==> src/rtl/mult_div_unit.sv <==
// Iterative MIPS multiply/divide unit with HI/LO registers: shift-add MULT/MULTU and restoring DIV/DIVU over N+1 cycles.
// Define MDU_DIV_EN to build the divide datapath; without it divide starts are ignored.
module mult_div_unit #(
  parameter int N = 32
) (
  input  logic         clk,
  input  logic         reset,
  input  logic         start_i,
  input  logic [1:0]   op_i,
  input  logic [N-1:0] rs_data_i,
  input  logic [N-1:0] rt_data_i,
  input  logic [1:0]   hilo_we_i,
  output logic         busy_o,
  output logic         done_o,
  output logic [N-1:0] hi_o,
  output logic [N-1:0] lo_o
);

  localparam int CW = $clog2(N + 1);

  localparam logic [1:0] S_IDLE   = 2'd0;
  localparam logic [1:0] S_RUN    = 2'd1;
  localparam logic [1:0] S_FINISH = 2'd2;

  logic [1:0]     state_q, state_d;
  logic [CW-1:0]  cnt_q, cnt_d;
  logic [2*N-1:0] acc_q, acc_d;
  logic [N-1:0]   opnd_q, opnd_d;
  logic           neg_q, neg_d;
  logic [N-1:0]   hi_q, hi_d;
  logic [N-1:0]   lo_q, lo_d;
  logic           done_q, done_d;

  logic           start_ok;
  logic           rs_neg, rt_neg;
  logic [N-1:0]   rs_abs, rt_abs;
  logic [N:0]     mul_sum;
  logic [2*N-1:0] mul_next;
  logic [2*N-1:0] step_next;
  logic [2*N-1:0] prod_fix;

`ifdef MDU_DIV_EN
  logic           is_div_q, is_div_d;
  logic           rem_neg_q, rem_neg_d;
  logic           div_zero_q, div_zero_d;
  logic [N:0]     div_shift;
  logic           div_ge;
  logic [N-1:0]   div_diff;
  logic [2*N-1:0] div_next;
  logic [N-1:0]   quo_fix, rem_fix;
`endif

  // Signed ops run on magnitudes; signs are reapplied when the result is written.
  assign rs_neg = op_i[0] & rs_data_i[N-1];
  assign rt_neg = op_i[0] & rt_data_i[N-1];
  assign rs_abs = rs_neg ? (~rs_data_i + 1'b1) : rs_data_i;
  assign rt_abs = rt_neg ? (~rt_data_i + 1'b1) : rt_data_i;

`ifdef MDU_DIV_EN
  assign start_ok = start_i;
`else
  assign start_ok = start_i & ~op_i[1];
`endif

  // Multiply: acc = {partial, multiplier}; add multiplicand on LSB, shift right.
  assign mul_sum  = {1'b0, acc_q[2*N-1:N]} + (acc_q[0] ? {1'b0, opnd_q} : {(N+1){1'b0}});
  assign mul_next = {mul_sum, acc_q[N-1:1]};

`ifdef MDU_DIV_EN
  // Divide: acc = {remainder, dividend/quotient}; shift left, trial-subtract divisor.
  assign div_shift = {acc_q[2*N-1:N], acc_q[N-1]};
  assign div_ge    = (div_shift >= {1'b0, opnd_q});
  assign div_diff  = div_shift[N-1:0] - opnd_q;
  assign div_next  = {(div_ge ? div_diff : div_shift[N-1:0]), acc_q[N-2:0], div_ge};
  assign step_next = is_div_q ? div_next : mul_next;

  // A zero divisor leaves |dividend| in the remainder, so sign correction restores rs.
  assign quo_fix = div_zero_q ? {N{1'b1}} :
                   (neg_q ? (~acc_q[N-1:0] + 1'b1) : acc_q[N-1:0]);
  assign rem_fix = rem_neg_q ? (~acc_q[2*N-1:N] + 1'b1) : acc_q[2*N-1:N];
`else
  assign step_next = mul_next;
`endif

  assign prod_fix = neg_q ? (~acc_q + 1'b1) : acc_q;

  always_comb begin
    state_d = state_q;
    cnt_d   = cnt_q;
    acc_d   = acc_q;
    opnd_d  = opnd_q;
    neg_d   = neg_q;
    hi_d    = hi_q;
    lo_d    = lo_q;
    done_d  = 1'b0;
`ifdef MDU_DIV_EN
    is_div_d   = is_div_q;
    rem_neg_d  = rem_neg_q;
    div_zero_d = div_zero_q;
`endif
    case (state_q)
      S_IDLE: begin
        if (start_ok) begin
          state_d = S_RUN;
          cnt_d   = '0;
          neg_d   = rs_neg ^ rt_neg;
`ifdef MDU_DIV_EN
          is_div_d   = op_i[1];
          rem_neg_d  = rs_neg;
          div_zero_d = (rt_data_i == '0);
          opnd_d     = op_i[1] ? rt_abs : rs_abs;
          acc_d      = {{N{1'b0}}, (op_i[1] ? rs_abs : rt_abs)};
`else
          opnd_d     = rs_abs;
          acc_d      = {{N{1'b0}}, rt_abs};
`endif
        end else begin
          // Direct MTHI/MTLO writes only land when no operation is launched.
          if (hilo_we_i[1]) hi_d = rs_data_i;
          if (hilo_we_i[0]) lo_d = rs_data_i;
        end
      end
      S_RUN: begin
        acc_d = step_next;
        cnt_d = cnt_q + 1'b1;
        if (cnt_q == CW'(N - 1)) state_d = S_FINISH;
      end
      S_FINISH: begin
        state_d = S_IDLE;
        done_d  = 1'b1;
`ifdef MDU_DIV_EN
        if (is_div_q) begin
          hi_d = rem_fix;
          lo_d = quo_fix;
        end else begin
          hi_d = prod_fix[2*N-1:N];
          lo_d = prod_fix[N-1:0];
        end
`else
        hi_d = prod_fix[2*N-1:N];
        lo_d = prod_fix[N-1:0];
`endif
      end
      default: state_d = S_IDLE;
    endcase
  end

  always_ff @(posedge clk or negedge reset) begin
    if (!reset) begin
      state_q <= S_IDLE;
      cnt_q   <= '0;
      acc_q   <= '0;
      opnd_q  <= '0;
      neg_q   <= 1'b0;
      hi_q    <= '0;
      lo_q    <= '0;
      done_q  <= 1'b0;
    end else begin
      state_q <= state_d;
      cnt_q   <= cnt_d;
      acc_q   <= acc_d;
      opnd_q  <= opnd_d;
      neg_q   <= neg_d;
      hi_q    <= hi_d;
      lo_q    <= lo_d;
      done_q  <= done_d;
    end
  end

`ifdef MDU_DIV_EN
  always_ff @(posedge clk or negedge reset) begin
    if (!reset) begin
      is_div_q   <= 1'b0;
      rem_neg_q  <= 1'b0;
      div_zero_q <= 1'b0;
    end else begin
      is_div_q   <= is_div_d;
      rem_neg_q  <= rem_neg_d;
      div_zero_q <= div_zero_d;
    end
  end
`endif

  assign busy_o = (state_q != S_IDLE);
  assign done_o = done_q;
  assign hi_o   = hi_q;
  assign lo_o   = lo_q;

endmodule

==> config.mk <==
export PLATFORM = sky130hd
export DESIGN_NAME = mult_div_unit
export DESIGN_NICKNAME = d
export VERILOG_FILES = /design/src/rtl/mult_div_unit.sv
export SDC_FILE = /design/constraint.sdc
export NUM_CORES = 1
export LEC_CHECK = 0
export ABC_AREA = 0
export ABC_CLOCK_PERIOD_IN_PS = 3500
export CELL_PAD_IN_SITES_DETAIL_PLACEMENT = 0
export CELL_PAD_IN_SITES_GLOBAL_PLACEMENT = 2
export CORE_MARGIN = 10
export CORE_UTILIZATION = 34
export DETAILED_ROUTE_END_ITERATION = 6
export PLACE_DENSITY = 0.87
export SLEW_MARGIN = 20
export SYNTH_ARGS = -nofsm -noshare
export SYNTH_HDL_FRONTEND = slang
export SYNTH_SLANG_ARGS = --single-unit
==> constraint.sdc <==
create_clock -name clk -period 3.5 [get_ports clk]
set_input_delay 0.7 -clock clk [delete_from_list [all_inputs] [get_ports clk]]
set_output_delay 0.7 -clock clk [all_outputs]
set_load 0.1 [all_outputs]
==> results of run 1 <==
-- state kept, by name (all words and copies together), names as in the netlist --
| register | cells |
|---|---|
| opnd_q | 32 |
| state_q | 2 |
| done_o | 1 |
| cnt_q | 6 |
| acc_q | 64 |
| neg_q | 1 |
| lo_o | 32 |
| hi_o | 32 |
-- metal layers --
layer	vias up	wire length, um	GRT usage
met5	-	0	0
met4	0	779	0.05489
met3	46	2491	0.03885
met2	308	18780	0.3101
met1	5171	18850	0.2665
li1	5177	-	-
-- how the worst max path moves through the flow --
stage	startpoint	slack, ns	end
floorplan	acc_q[0]	0.52	acc_q[61]
global placement	rs_data_i[15]	0.20	opnd_q[29]
detailed placement	rs_data_i[4]	0.17	opnd_q[15]
CTS	acc_q[6]	0.28	hi_o[15]
global route	acc_q[0]	0.03	acc_q[60]
finish	acc_q[30]	0.26	hi_o[15]
-- report_power, final --
part / internal [W] / switching (W)
clock network: 0.00123 / 0.000876
logic: 0.00187 / 0.00387
registers: 0.00266 / 0.000926
total: 0.00576 / 0.00568
-- worst max-delay path: cells and delay by family, from the launching register on --
family | cells | cell delay (ns)
muxes | 1 | 0.21
AOI/OAI and AO/OA | 1 | 0.09
DFF | 1 | 0.44
buffers and inverters | 1 | 0.21
and+or+nand+nor | 6 | 2.15
-- logic make-up after synthesis --
family	count (synthesis)	synth area share
AO/OA/AOI/OAI	437	0.2434
XOR/XNOR	123	0.09498
adder cells (fa/ha/maj)	37	0.04148
buffers and inverters	104	0.03453
flip-flops	170	0.3751
multiplexers	14	0.01247
AND/OR/NAND/NOR	450	0.1981
-- stage by stage --
step           instance area (sq um)  utilization  instances
2_1_floorplan                  11340            -       1335
3_3_place_gp                   13440       0.4110       1902
6_report                       14080       0.4307       1936
3_5_place_dp                   13440       0.4110       1902
5_1_grt                        14080       0.4305       1934
4_1_cts                        14080       0.4304       1934
-- placed cells by master, fill, tap and decap left out, types with 13 or more instances in the layout --
| cell | synthesis | final |
|---|---|---|
| dfrtp_1 | 170 | 169 |
| xnor2_1 | 67 | 67 |
| a21o_1 | 17 | 17 |
| nand2_1 | 146 | 146 |
| nor2b_1 | 14 | 13 |
| o31ai_1 | 27 | 27 |
| clkdlybuf4s50_1 | 0 | 84 |
| a31oi_1 | 13 | 13 |
| o21ai_0 | 160 | 160 |
| buf_4 | 0 | 114 |
| mux2i_1 | 13 | 13 |
| clkbuf_16 | 0 | 17 |
| xor2_1 | 56 | 56 |
| nor2_1 | 87 | 86 |
| nand3_1 | 28 | 28 |
| a222oi_1 | 13 | 13 |
| ha_1 | 36 | 36 |
| and2_1 | 38 | 38 |
| a22oi_1 | 41 | 41 |
| nor3_1 | 33 | 33 |
| or3_1 | 18 | 18 |
| inv_1 | 25 | 25 |
| a21oi_1 | 78 | 78 |
-- cell type report --
type                       instances  area share
clock inverter                    12     0.01342
inverter                          25    0.006663
antenna                            2   0.0003554
multi-input combinational       1061      0.4781
sequential                       170      0.3022
tap                              442     0.03927
timing repair buffer             204      0.1284
clock buffer                      20     0.03172
==> impl_metrics.ini, run 1 <==
[run_status]
status = completed

[yosys]
synthDistinctLibCells = 66
netlist_top_cells_area = dfrtp_1 (38%), o21ai_0 (7.1%), xnor2_1 (5.2%)
synth_area_leader_cell = dfrtp_1
avgSynthCellArea_sq_um = 8.496
synth_cells = 1335
syn_nets = 1443
ys_seq_area_frac = 0.3751
ys_warn_count = 0
synth_seq_cells = 170
synth.most_common_cell = dfrtp_1
synth_top_area_frac = 0.3751
yosys-top-cells-count = dfrtp_1 (170), o21ai_0 (160), nand2_1 (146)
synth-edff-count = 0
syn_area_sq_um = 11340
synth-main-ff-cell = dfrtp_1
async_flop_share = 1.000

[timing]
relSlewSlack = 0.3366
fin_setup_tns_ns = 0
hold_viol = 0
finalMaxSlewViolations = 0
max_freq_ghz = 0.3082
period_minus_slack_ns = 3.245
rsz0062_at_grt = false
whs_ns = 0.2989
skew_ns = 0.01412
finalCritPeriodShare = 0.9270
setup_violations = 0
layout_setup_ws_ns = 0.2554
worst_slew_pin_slew_ns = 0.9920

[clocking]
cts_root_buf = clkbuf_16
cts_made_buffers = 17
htreeDepth = 4
postCtsSetupBuffers = 0
cts_tree = built
clk_latency_ns = 0.44
clock_path_buffers = 2
postCtsHoldBufs = 0
ctsResizeCount = 0
cts_sinks = 170
clk_pin_slew_worst_paths_ns = 0.07

[grt]
grt_overflow = 0
grt_usage = 0.1962
grt_pass1_wl_mm = 63.78
grt_pass1_vias = 10820
antenna_found_initial = 2
grt_max_degree = 105

[placement]
gp_congestion = 0.8818
place.port_buffers = 136
dp_slack_ns = 0.1674
post-dp-hpwl_mm = 30.92

[route]
antenna_left = 0
drtIter0Drc = 813
dr.pass1.iters = 6
drcViolationCount = 0
wl_per_cell_um = 21.13
vias = 10700
finalWirelength_mm = 40.90
viasPerCell = 5.528

[floorplan]
dieArea_sq_um = 41070
design.core.area_sq_um = 32700
start_util = 0.3468
die_h_um = 202.6
fp.dieW_um = 202.6
rows = 66
ios = 137

[setup_path]
path_max_fanout = 6
cpPeakStageDelay_ns = 0.65
cp-start-kind = flop
rrSetupSlack_ns = 0.26
r2r-end = hi_o[15]
critPathKind = reg -> reg
ff2ff_path_depth = 9
critPathRequiredTime_ns = 3.79
cp_slowest_cell = or4_1
timing.rr.start = acc_q[30]
timing.critical_path.mode_cell = nor3_1
cp.arrival_ns = 3.54
critPathCaptureType = flop
path_cells = or4_1, nor3_1, nand3b_1, or2_2, or3_1, buf_4, nor3_1, mux2i_1, o21ai_0

[power_and_ir_drop]
pwr_density_cell_nw_per_um2 = 812.2
power.total_w = 0.01144
p_leak_nw = 5.837
ir_drop_mv = 0.3834

[job]
cap_violations = 0

[cells_and_area]
fill_cells = 3302
drive_gt1_frac = 0.1180
nNetsFinal = 1587
seqCellArea_sq_um = 4255
area_growth_pct = 24.17
multi_input_area_sq_um = 6733

[worst_hold_path]
min_path_type = in -> async
No activity file was read; power rests on OpenSTA's default activity.
==> inputs of run 2 (changes only) <==
--- a/config.mk
+++ b/config.mk
@@ -19 +19,2 @@
 export SYNTH_SLANG_ARGS = --single-unit
+export TNS_END_PERCENT = 30
--- a/constraint.sdc
+++ b/constraint.sdc
@@ -3,2 +3,2 @@
 set_output_delay 0.7 -clock clk [all_outputs]
-set_load 0.1 [all_outputs]
+set_load 0.02 [all_outputs]
==> impl_metrics.ini, run 2 (synthesis gave the netlist of run 1 again) <==
[run_status]
status = completed

[clocking]
clock_path_buffers = 2
htreeDepth = 4
cts_tree = built
clk_latency_ns = 0.44
clk_pin_slew_worst_paths_ns = 0.07
cts_sinks = 170
postCtsHoldBufs = 0
postCtsSetupBuffers = 0
cts_made_buffers = 17
ctsResizeCount = 0
cts_root_buf = clkbuf_16

[floorplan]
ios = 137
design.core.area_sq_um = 32700
rows = 66
die_h_um = 202.6
dieArea_sq_um = 41070
start_util = 0.3468
fp.dieW_um = 202.6

[timing]
finalMaxSlewViolations = 0
setup_violations = 0
fin_setup_tns_ns = 0
worst_slew_pin_slew_ns = 0.8413
skew_ns = 0.01223
hold_viol = 0
whs_ns = 0.2110
max_freq_ghz = 0.2963
rsz0062_at_grt = false
period_minus_slack_ns = 3.375
relSlewSlack = 0.4376
finalCritPeriodShare = 0.9644

[setup_path]
rrSetupSlack_ns = 0.12
critPathCaptureType = flop
timing.rr.start = acc_q[30]
path_max_fanout = 6
r2r-end = hi_o[15]
ff2ff_path_depth = 9
cp-start-kind = flop
critPathRequiredTime_ns = 3.81
critPathKind = reg -> reg
cp.arrival_ns = 3.68

[placement]
place.port_buffers = 136
post-dp-hpwl_mm = 30.87
placed_cells = 1899
gp_congestion = 0.8752
place_area_sq_um = 13550

[cells_and_area]
largest_reg_flops = 64
top_register = acc_q
final_area_sq_um = 14120
layout_common_cells = dfrtp_1 (169), o21ai_0 (160), nand2_1 (146)
nNetsFinal = 1584
final_cells = 1931
area_growth_pct = 24.46
drive_gt1_frac = 0.08003
final_common_cell = dfrtp_1

[job]
cap_violations = 0

[power_and_ir_drop]
comb_power_share = 0.443
power.internal_w = 0.005663
pwr_density_cell_nw_per_um2 = 695.3
seq_power_share = 0.363
ir_drop_mv = 0.3784
power.total_w = 0.009815
p_clk_frac = 0.194
p_leak_nw = 5.737
swShare = 0.4230
switching_power_w = 0.004152

[route]
viasPerCell = 5.587
finalWirelength_mm = 40.57
drcViolationCount = 0
drtIter0Drc = 982
vias = 10790
dr.pass1.iters = 5
wl_per_cell_um = 21.01
antenna_left = 0

[grt]
antenna_found_initial = 2
grt_usage = 0.1946
grt_max_degree = 105
grt_pass1_vias = 10580
grt_pass1_wl_mm = 63.11
grt_overflow = 0

[worst_hold_path]
min_path_type = in -> async
==> run 2: cell types whose count changed in the layout (fill, tap and decap cells not counted), sizes merged <==
cell | before | now
inv | 28 | 27
buf | 120 | 66
clkinv | 4 | 3
bufinv | 4 | 2
clkdlybuf4s50 | 84 | 135
clkinvlp | 1 | 3
==> run 2: worst max path at each step <==
stage,startpoint,end,slack [ns],cells past startpoint
floorplan,acc_q[0],acc_q[61],0.52,13
global placement,rs_data_i[4],opnd_q[15],0.19,8
detailed placement,rs_data_i[4],opnd_q[15],0.19,8
CTS,acc_q[30],hi_o[15],0.19,9
global route,acc_q[29],hi_o[15],0.07,9
finish,acc_q[30],hi_o[15],0.12,9
==> run 2: critical path, stage by stage (launching register included) <==
cell      delay, ns
dfrtp_1        0.43
or4_1          0.67
nor3_1         0.40
nand3b_1       0.20
or2_2          0.38
or3_1          0.47
buf_4          0.21
nor3_1         0.18
mux2i_1        0.21
o21ai_0        0.08
==> run 2: per-layer routing <==
layer  track usage  up-vias  part of all wire
met3       0.03598       38             0.057
li1              -     5185                 -
met4       0.04929        0             0.017
met1        0.2678     5270              0.47
met5             0        -                 0
met2        0.3073      295              0.46
==> run 2: cell type report <==
type,count,area [sq um]
Antenna cell,2,5.005
Clock buffer,20,446.7
Clock inverter,10,118.9
Fill cell,3344,18590
Inverter,25,93.84
Multi-Input combinational cell,1061,6730
Sequential cell,170,4255
Tap cell,442,553.0
Timing Repair Buffer,201,1913
==> run 2: power groups by stage <==
stage / clock, W / combinational [W] / sequential [W]
global route: 0.00200 / 0.00481 / 0.00367
global placement: 0 / 0.00431 / 0.00356
detailed placement: 0 / 0.00434 / 0.00357
finish: 0.00190 / 0.00435 / 0.00356
CTS: 0.00194 / 0.00436 / 0.00355
floorplan: 0 / 0.00246 / 0.00356
==> run 2: stage by stage <==
stage | utilization | setup WS, ns
after floorplan | - | 0.5227
after global placement | 0.4142 | 0.1929
after detailed placement | 0.4142 | 0.1888
after CTS | 0.4315 | 0.1886
after global routing | 0.4315 | 0.07016
final | 0.4317 | 0.1247
==> inputs of run 3 (changes only) <==
HOLD_SLACK_MARGIN = 0.15   (was default)
==> results of run 3 <==
Final layout, timing and power as in run 2 (identical DEF).
